## src/rtl/load_store_unit.sv

```systemverilog
// Load/store unit bridging EX/MEM requests to a word-addressed data memory,
// with read-modify-write for sub-word stores. Optional macro: LSU_MISALIGN_TRAP_EN.
module load_store_unit #(
   parameter int MEM_LAT = 1
) (
   input  logic        clk,
   input  logic        rst,
   input  logic        req_valid,
   output logic        req_ready,
   input  logic        req_write,
   input  logic [1:0]  req_size,
   input  logic        req_signed,
   input  logic [31:0] req_addr,
   input  logic [31:0] req_wdata,
   output logic [31:0] data_address,
   output logic [31:0] data,
   output logic        MemRead,
   output logic        MemWrite,
   input  logic [31:0] MemOut,
   output logic        resp_valid,
   output logic [31:0] resp_rdata,
   output logic        resp_err,
   output logic        stall
);

   typedef enum logic [1:0] {
      IDLE  = 2'd0,
      READ  = 2'd1,
      WRITE = 2'd2,
      RESP  = 2'd3
   } state_t;

   localparam logic [3:0] LAT_M1 = 4'(MEM_LAT - 1);

   state_t      state;
   logic [31:0] addr_q;
   logic [31:0] wdata_q;
   logic [1:0]  size_q;
   logic        write_q;
   logic        signed_q;
   logic [3:0]  cnt;
   logic        misaligned;

   // Right-align the addressed lane and extend it to 32 bits
   function automatic logic [31:0] load_extend(input logic [31:0] word, input logic [1:0] size,
                                               input logic [1:0] off, input logic sgn);
      logic [7:0]  b;
      logic [15:0] h;
      b = word[{off, 3'b000} +: 8];
      h = word[{off[1], 4'b0000} +: 16];
      case (size)
         2'b00:   return {{24{sgn & b[7]}}, b};
         2'b01:   return {{16{sgn & h[15]}}, h};
         default: return word;
      endcase
   endfunction

   function automatic logic [31:0] merge_lane(input logic [31:0] word, input logic [31:0] wd,
                                              input logic [1:0] size, input logic [1:0] off);
      logic [31:0] m;
      m = word;
      case (size)
         2'b00:   m[{off, 3'b000} +: 8]    = wd[7:0];
         2'b01:   m[{off[1], 4'b0000} +: 16] = wd[15:0];
         default: m = wd;
      endcase
      return m;
   endfunction

`ifdef LSU_MISALIGN_TRAP_EN
   function automatic logic is_misaligned(input logic [1:0] size, input logic [1:0] off);
      case (size)
         2'b00:   return 1'b0;
         2'b01:   return off[0];
         default: return (off != 2'b00);
      endcase
   endfunction

   assign misaligned = is_misaligned(req_size, req_addr[1:0]);
`else
   // Unchecked: the lane selectors below simply ignore the low address bits
   assign misaligned = 1'b0;
`endif

   always_ff @(posedge clk or posedge rst) begin
      if (rst) begin
         state        <= IDLE;
         addr_q       <= 32'd0;
         wdata_q      <= 32'd0;
         size_q       <= 2'b00;
         write_q      <= 1'b0;
         signed_q     <= 1'b0;
         cnt          <= 4'd0;
         req_ready    <= 1'b1;
         stall        <= 1'b0;
         MemRead      <= 1'b0;
         MemWrite     <= 1'b0;
         data_address <= 32'd0;
         data         <= 32'd0;
         resp_valid   <= 1'b0;
         resp_rdata   <= 32'd0;
         resp_err     <= 1'b0;
      end else begin
         case (state)
            IDLE: begin
               if (req_valid && req_ready) begin
                  addr_q    <= req_addr;
                  wdata_q   <= req_wdata;
                  size_q    <= req_size;
                  write_q   <= req_write;
                  signed_q  <= req_signed;
                  req_ready <= 1'b0;
                  stall     <= 1'b1;
                  if (misaligned) begin
                     state      <= RESP;
                     resp_valid <= 1'b1;
                     resp_err   <= 1'b1;
                  end else if (req_write && req_size[1]) begin
                     state        <= WRITE;
                     MemWrite     <= 1'b1;
                     data_address <= {2'b00, req_addr[31:2]};
                     data         <= req_wdata;
                  end else begin
                     state        <= READ;
                     MemRead      <= 1'b1;
                     data_address <= {2'b00, req_addr[31:2]};
                     cnt          <= LAT_M1;
                  end
               end
            end
            READ: begin
               if (cnt == 4'd0) begin
                  MemRead <= 1'b0;
                  if (write_q) begin
                     state        <= WRITE;
                     MemWrite     <= 1'b1;
                     data_address <= {2'b00, addr_q[31:2]};
                     data         <= merge_lane(MemOut, wdata_q, size_q, addr_q[1:0]);
                  end else begin
                     state        <= RESP;
                     data_address <= 32'd0;
                     resp_valid   <= 1'b1;
                     resp_rdata   <= load_extend(MemOut, size_q, addr_q[1:0], signed_q);
                  end
               end else begin
                  cnt <= cnt - 4'd1;
               end
            end
            WRITE: begin
               state        <= RESP;
               MemWrite     <= 1'b0;
               data_address <= 32'd0;
               data         <= 32'd0;
               resp_valid   <= 1'b1;
            end
            RESP: begin
               state      <= IDLE;
               resp_valid <= 1'b0;
               resp_rdata <= 32'd0;
               resp_err   <= 1'b0;
               stall      <= 1'b0;
               req_ready  <= 1'b1;
            end
            default: begin
               state <= IDLE;
            end
         endcase
      end
   end

endmodule

```

## config.mk

```make
export PLATFORM = sky130hd
export DESIGN_NAME = load_store_unit
export DESIGN_NICKNAME = d
export VERILOG_FILES = /design/src/rtl/load_store_unit.sv
export SDC_FILE = /design/constraint.sdc
export NUM_CORES = 1
export LEC_CHECK = 0
export CORE_ASPECT_RATIO = 1.1
export CORE_MARGIN = 10
export CORE_UTILIZATION = 38
export DETAILED_ROUTE_END_ITERATION = 10
export HOLD_SLACK_MARGIN = 0.03
export PLACE_DENSITY_LB_ADDON = 0.08
export SYNTH_ARGS = -nofsm -noshare
export SYNTH_HDL_FRONTEND = slang
export SYNTH_SLANG_ARGS = --single-unit
```

## constraint.sdc

```tcl
create_clock -name clk -period 7.34 [get_ports clk]
set_input_delay 1.101 -clock clk [delete_from_list [all_inputs] [get_ports clk]]
set_output_delay 1.101 -clock clk [all_outputs]
set_load 0.03 [all_outputs]
```

# After elaboration in Yosys (flattened, before gate mapping)
# Cells that the tools add are included.
dict set report op_classes {
  addsub 3
  eq_ne 11
  n_shift 6
  muxes 41
  bitwise 3
  n_reduce_logical 18
}
# cell count
set ops {}
lappend ops {{$mux 32} 8}
lappend ops {{$pmux 32 s2} 3}
lappend ops {{$pmux 32 s3} 2}
lappend ops {{$bwmux 32} 2}
lappend ops {{$shift 16x7->32 const A} 1}
lappend ops {{$shift 8x7->32 const A} 1}
lappend ops {{$shiftx 16x7->32} 1}
lappend ops {{$shiftx 32x6->16} 1}
lappend ops {{$shiftx 32x6->8} 1}
lappend ops {{$shiftx 8x7->32} 1}
lappend ops {{$mux 30} 1}
lappend ops {{$ne 2x2->1 const B} 7}
lappend ops {{$neg 5->7} 2}
lappend ops {{$mux 1} 12}
lappend ops {{$mux 4} 3}
lappend ops {{$reduce_and 3->1} 3}
lappend ops {{$pmux 2 s4} 1}
lappend ops {{$pmux 4 s2} 1}
lappend ops {{$reduce_and 4->1} 2}
lappend ops {{$mux 2} 3}
lappend ops {{$pmux 1 s2} 3}
lappend ops {{$pmux 1 s3} 2}
lappend ops {{$reduce_and 2->1} 3}
lappend ops {{$reduce_bool 2->1} 3}
lappend ops {{other kinds (10)} 15}
dict set report word_totals {
  regBits 175
  inputBits 103
  output_inout_bits 102
  word_cells 97
}

# Depth between registers and ports, before layout
dict set report logic_depth {
  depth_word 7
  ltp_mapped 9
  depth_no_buf 6
}

# Worst setup path before layout
# Ideal clock, no wire load.
dict set report synth_timing {
  path_kind {reg2reg}
  startpoint {register addr_q[0]}
  endpoint {register data[16]}
  t_arrival_ps 2310
  slack_ps 4948
  path_stages_with_launch 9
  n_path_buf 2
  period_less_slack_ps 2392
  path_cell_list {dfrtp_1 buf_2 buf_1 inv_1 ha_1 nor3b_2 o2bb2ai_1 nand3_1 a31oi_1}
}
dict set report synth_between {
  elab_chain_len 7
}
# item line
set synth_rtl {}
lappend synth_rtl {{start: declaration} 36} ;# logic [31:0] addr_q;
lappend synth_rtl {{start signal: assignment} 107} ;# addr_q <= req_addr;
lappend synth_rtl {{$neg 5->7 (*)} 63} ;# 2'b00: m[{off, 3'b000} +: 8] = wd[7:0];
lappend synth_rtl {{$shiftx 8x7->32 / $shift 8x7->32 (equally long branches)} 63}
lappend synth_rtl {{$bwmux 32 (*)} 63}
lappend synth_rtl {{$pmux 32 s2 (*)} 62} ;# case (size)
lappend synth_rtl {{$mux 32 (*)} 134} ;# if (write_q) begin
lappend synth_rtl {{$mux 32 (*)} 132} ;# if (cnt == 4'd0) begin
lappend synth_rtl {{$pmux 32 s3 (*)} 104} ;# case (state)
lappend synth_rtl {{end signal: assignment} 122} ;# data <= req_wdata;
lappend synth_rtl {{end signal: assignment} 138} ;# data <= merge_lane(MemOut, wdata_q, size_q, addr_q[1:0]);
lappend synth_rtl {{end: declaration} 16} ;# output logic [31:0] data,
# Every way passes the cells marked *; elsewhere a longest branch is shown, timed or not. The select of a mux whose other input is x is not followed.
# A chain may end at the register's enable or synchronous reset.

# Worst setup path after layout
dict set report layout_timing {
  startpoint {register state[1]}
  endpoint {register data[20]}
}
dict set report layout_between {
  elab_chain_len 3
}
# item line
set layout_rtl {}
lappend layout_rtl {{start: declaration} 35} ;# state_t state;
lappend layout_rtl {{start signal: assignment} 87} ;# state <= IDLE;
lappend layout_rtl {{start signal: assignment} 115} ;# state <= RESP;
lappend layout_rtl {{start signal: assignment} 119} ;# state <= WRITE;
lappend layout_rtl {{$eq 2x1->1 (tied with other cells)} 104}
lappend layout_rtl {{$ne 2x2->1 (no line) / $reduce_bool 3->1 (equally long branches)} -}
lappend layout_rtl {{$reduce_and 5->1 (no line)} -}
# Several ways; a longest one is shown, not always the timed one.

==> impl_metrics.env <==
export IMPL_crit_slowest_cell="sky130_fd_sc_hd__nor4b_2"
export IMPL_net_switching_power_mw=2.712
export IMPL_setup_tns_final_ps=0
export IMPL_power_leakage_nw=5.206
export IMPL_via_to_cell_ratio=5.504
export IMPL_pwr_share_seq_pct=29.9
export IMPL_detailedRoute_firstPassIterationCount=6
export IMPL_area_delta_synth_final_pct=30.47
export IMPL_drc_errors=0
export IMPL_met3WireLength_mm=2.743
export IMPL_grt_setup_unrepaired="false"
export IMPL_detailedPlacementHpwl_mm=21.27
export IMPL_worstSetupEndpoint="data[20]"
export IMPL_grt_max_degree=76
export IMPL_cts_inserted_buffers=17
export IMPL_synth_seq_cells=173
export IMPL_cpLargestDelayFamily="simple AND/OR/NAND/NOR gates"
export IMPL_worst_path_largest_cell_delay_ps=900
export IMPL_p_sw_share_pct=46.26
export IMPL_first_pass_grt_wire_length_mm=47.85
export IMPL_run_status="complete, no violations"
export IMPL_post_cts_buffers=0
export IMPL_min_period_over_period_pct=41.44
export IMPL_ctsHtreeMaxLevel=4
export IMPL_final_antenna_net_count=0
export IMPL_post_route_cells_drive_above_1_share_pct=6.937
export IMPL_tightestPinTransition_ps=1046
export IMPL_numClockSinks=173
export IMPL_critPathKind="reg2reg"
export IMPL_global_route_overflow_total=0
export IMPL_grt_antenna_before_repair=3
export IMPL_arrival_ps=3390
export IMPL_routed_wl_met2_mm=13.94
export IMPL_crit_path_cell_trace="inv_1 > ha_1 > nand2_1 > nor4b_2 > a222oi_1 > a31oi_1"
export IMPL_setup_violations_final=0
export IMPL_wirelength_mm=30.50
export IMPL_clock_skew_final_ps=13.20
export IMPL_numPortBuffers=201
export IMPL_start_point_of_the_critical_path="state[1]"
export IMPL_fill_cells=2278
export IMPL_gr_usage_all_layers_pct=19.41
export IMPL_worstRegToRegCells=6
export IMPL_post_cts_resized=0
export IMPL_area_taken_by_multi_input_logic_gates_sq_um=4374
export IMPL_clock_latency_ps=440
export IMPL_vdd_drop_max_mv=0.2724
export IMPL_fmax_ghz=0.3288
export IMPL_detailroute_via_count=8195
export IMPL_die_height_um=182.4
export IMPL_timing_final_ws_setup_ps=4298
export IMPL_clock_tree_root_cell="sky130_fd_sc_hd__clkbuf_16"
export IMPL_critPathCaptureType="register"
export IMPL_clockBufferDepth=2
export IMPL_yosysMostFrequentCell="sky130_fd_sc_hd__nand2_1"
export IMPL_worstSetupStartpointType="register"
export IMPL_yosysTopAreaCell="sky130_fd_sc_hd__dfrtp_1"
export IMPL_post_cts_hold_buffer_count=0
export IMPL_final_period_minus_worst_setup_slack_ps=3042
export IMPL_critical_register_to_register_path_startpoint="state[1]"
export IMPL_cts_tree="yes"
export IMPL_critPathRequiredTime_ps=7690
export IMPL_p_clk_share_pct=15.5
export IMPL_die_extent_in_x_um=167.7
export IMPL_initial_utilization_pct=38.59
export IMPL_hold_worst_slack_ps=475.8
export IMPL_internal_power_mw=3.150
export IMPL_drt_first_iter_violations=619
export IMPL_synth_cells=1019
export IMPL_register_to_register_setup_slack_ps=4300
export IMPL_max_slew_margin_pct=30.01
export IMPL_routed_top_layer="met5"
export IMPL_clk_slew_on_worst_s_h_paths_ps=70
export IMPL_ys_dominant_reg_cell="sky130_fd_sc_hd__dfrtp_1"
export IMPL_synth_area_leaders="sky130_fd_sc_hd__dfrtp_1 (47%), sky130_fd_sc_hd__nand2_1 (9.4%), sky130_fd_sc_hd__nor2_1 (3.4%)"
export IMPL_crit_fanout=19
export IMPL_pin_count=205
export IMPL_report_power_total_mw=5.862
export IMPL_placeable_core_region_sq_um=23620
export IMPL_ys_warn_count=0
export IMPL_crit_reg2reg_capture="data[20]"
export IMPL_synth_async_reset_ratio_pct=100.0
export IMPL_placement_rows=59
export IMPL_cell_area_power_density_nw_per_um2=492.9
export IMPL_power_share_combinational_pct=54.6
export IMPL_final_nets=1284
export IMPL_synth_edff_count=0
export IMPL_timing_critical_path_buf_inv=1
export IMPL_hold_path_class="reg2reg"
export IMPL_routabilityCongestion=0.8756
export IMPL_cp_num_cells=6
export IMPL_yosys_cell_types_count=57
export IMPL_first_global_vias=8181
export IMPL_count_of_endpoints_failing_hold_in_the_final_timing_report=0
export IMPL_mean_routed_wirelength_per_cell_um=20.48
export IMPL_m1WireLength_mm=13.34
export IMPL_place_ws_ps=4078
export IMPL_mappedNetlistArea_sq_um=9115
export IMPL_synth_top_cell_area_share_pct=47.22
export IMPL_slew_violations=0
export IMPL_average_instance_area_after_synthesis_sq_um=8.945
export IMPL_drv_cap=0
export IMPL_fin_util_pct=50.34
export IMPL_synth_sequential_area_ratio_pct=47.51
export IMPL_post_synth_most_frequent_cells="sky130_fd_sc_hd__nand2_1 (228), sky130_fd_sc_hd__dfrtp_1 (172), sky130_fd_sc_hd__nor2_1 (83)"
export IMPL_ff_latch_area_sq_um=4333
export IMPL_die_area_sq_um=30590
per-stage QoR:
step | std cells | instance area [sq um]
final | 1489 | 11890
after CTS | 1487 | 11890
after global placement | 1456 | 11310
after floorplan | 1021 | 9123
after global routing | 1487 | 11890
after detailed placement | 1456 | 11310
sequential cells by signal, summed over array words and instances, names as in the netlist:
name and flops:
addr_q 32, data 32, resp_rdata 32, wdata_q 32, data_address 30, cnt 4, size_q 2, state 2
MemRead 1, MemWrite 1, req_ready 1, resp_valid 1, signed_q 1, stall 1, write_q 1
final cells by class:
cell class,count,share of cell area (%)
multi-input cells,736,36.78
flip-flops and latches,173,36.43
repair buffers,214,17.74
clock buffers,19,3.809
well taps,305,3.209
clock inverters,12,1.063
inverters,28,0.9258
diodes,2,0.04208
worst min path at each step:
| stage | startpoint | endpoint | depth (start not counted) |
|---|---|---|---|
| after floorplan | wdata_q[24] | wdata_q[24] | 2 |
| after global placement | addr_q[17] | addr_q[17] | 2 |
| after global routing | addr_q[8] | addr_q[8] | 2 |
| final | wdata_q[25] | wdata_q[25] | 2 |
| after CTS | wdata_q[25] | wdata_q[25] | 2 |
| after detailed placement | addr_q[15] | addr_q[15] | 2 |
worst register-to-register path, stage by stage, from the launching register on:
cell	delay, ps
sky130_fd_sc_hd__dfrtp_1	380
sky130_fd_sc_hd__inv_1	90
sky130_fd_sc_hd__ha_1	710
sky130_fd_sc_hd__nand2_1	420
sky130_fd_sc_hd__nor4b_2	900
sky130_fd_sc_hd__a222oi_1	240
sky130_fd_sc_hd__a31oi_1	230
power by group through the flow:
stage | Clock, mW | Sequential, mW | Combinational (mW)
2_1_floorplan | 0 | 2.12 | 1.75
3_3_place_gp | 0 | 1.76 | 3.18
3_5_place_dp | 0 | 1.77 | 3.22
4_1_cts | 0.931 | 1.76 | 3.23
5_1_grt | 0.972 | 1.82 | 3.51
6_report | 0.908 | 1.75 | 3.20
routing by layer:
layer / track usage, % / vias to the layer above
met4: 4.843 / 2
met5: 0 / -
met2: 30.01 / 277
met1: 24.87 / 3989
met3: 7.672 / 28
li1: - / 3899
kinds of logic after synthesis:
kind of cell | share of synthesized area, %
other cells | 0.04114
flops | 47.51
compound gates | 20.62
simple gates | 21.33
mux | 3.953
buf+inv | 5.038
fa+ha+maj | 1.510
layout by cell type, fill, tap and decap left out, types with 11 or more instances in the layout:
cell	netlist	layout
sky130_fd_sc_hd__o21ai_0	39	39
sky130_fd_sc_hd__nand2_1	228	228
sky130_fd_sc_hd__a31oi_1	34	34
sky130_fd_sc_hd__o22ai_1	14	14
sky130_fd_sc_hd__nand2b_1	37	37
sky130_fd_sc_hd__a22oi_1	39	39
sky130_fd_sc_hd__clkdlybuf4s50_1	0	201
sky130_fd_sc_hd__a21oi_1	52	52
sky130_fd_sc_hd__and3_1	17	16
sky130_fd_sc_hd__buf_4	3	13
sky130_fd_sc_hd__mux2i_1	18	18
sky130_fd_sc_hd__ha_1	11	11
sky130_fd_sc_hd__nor2_1	83	83
sky130_fd_sc_hd__a32o_1	23	23
sky130_fd_sc_hd__dfrtp_1	172	170
sky130_fd_sc_hd__inv_1	28	26
sky130_fd_sc_hd__clkbuf_16	0	17
sky130_fd_sc_hd__nor2b_1	13	13
No activity file was read; power rests on OpenSTA's default activity.
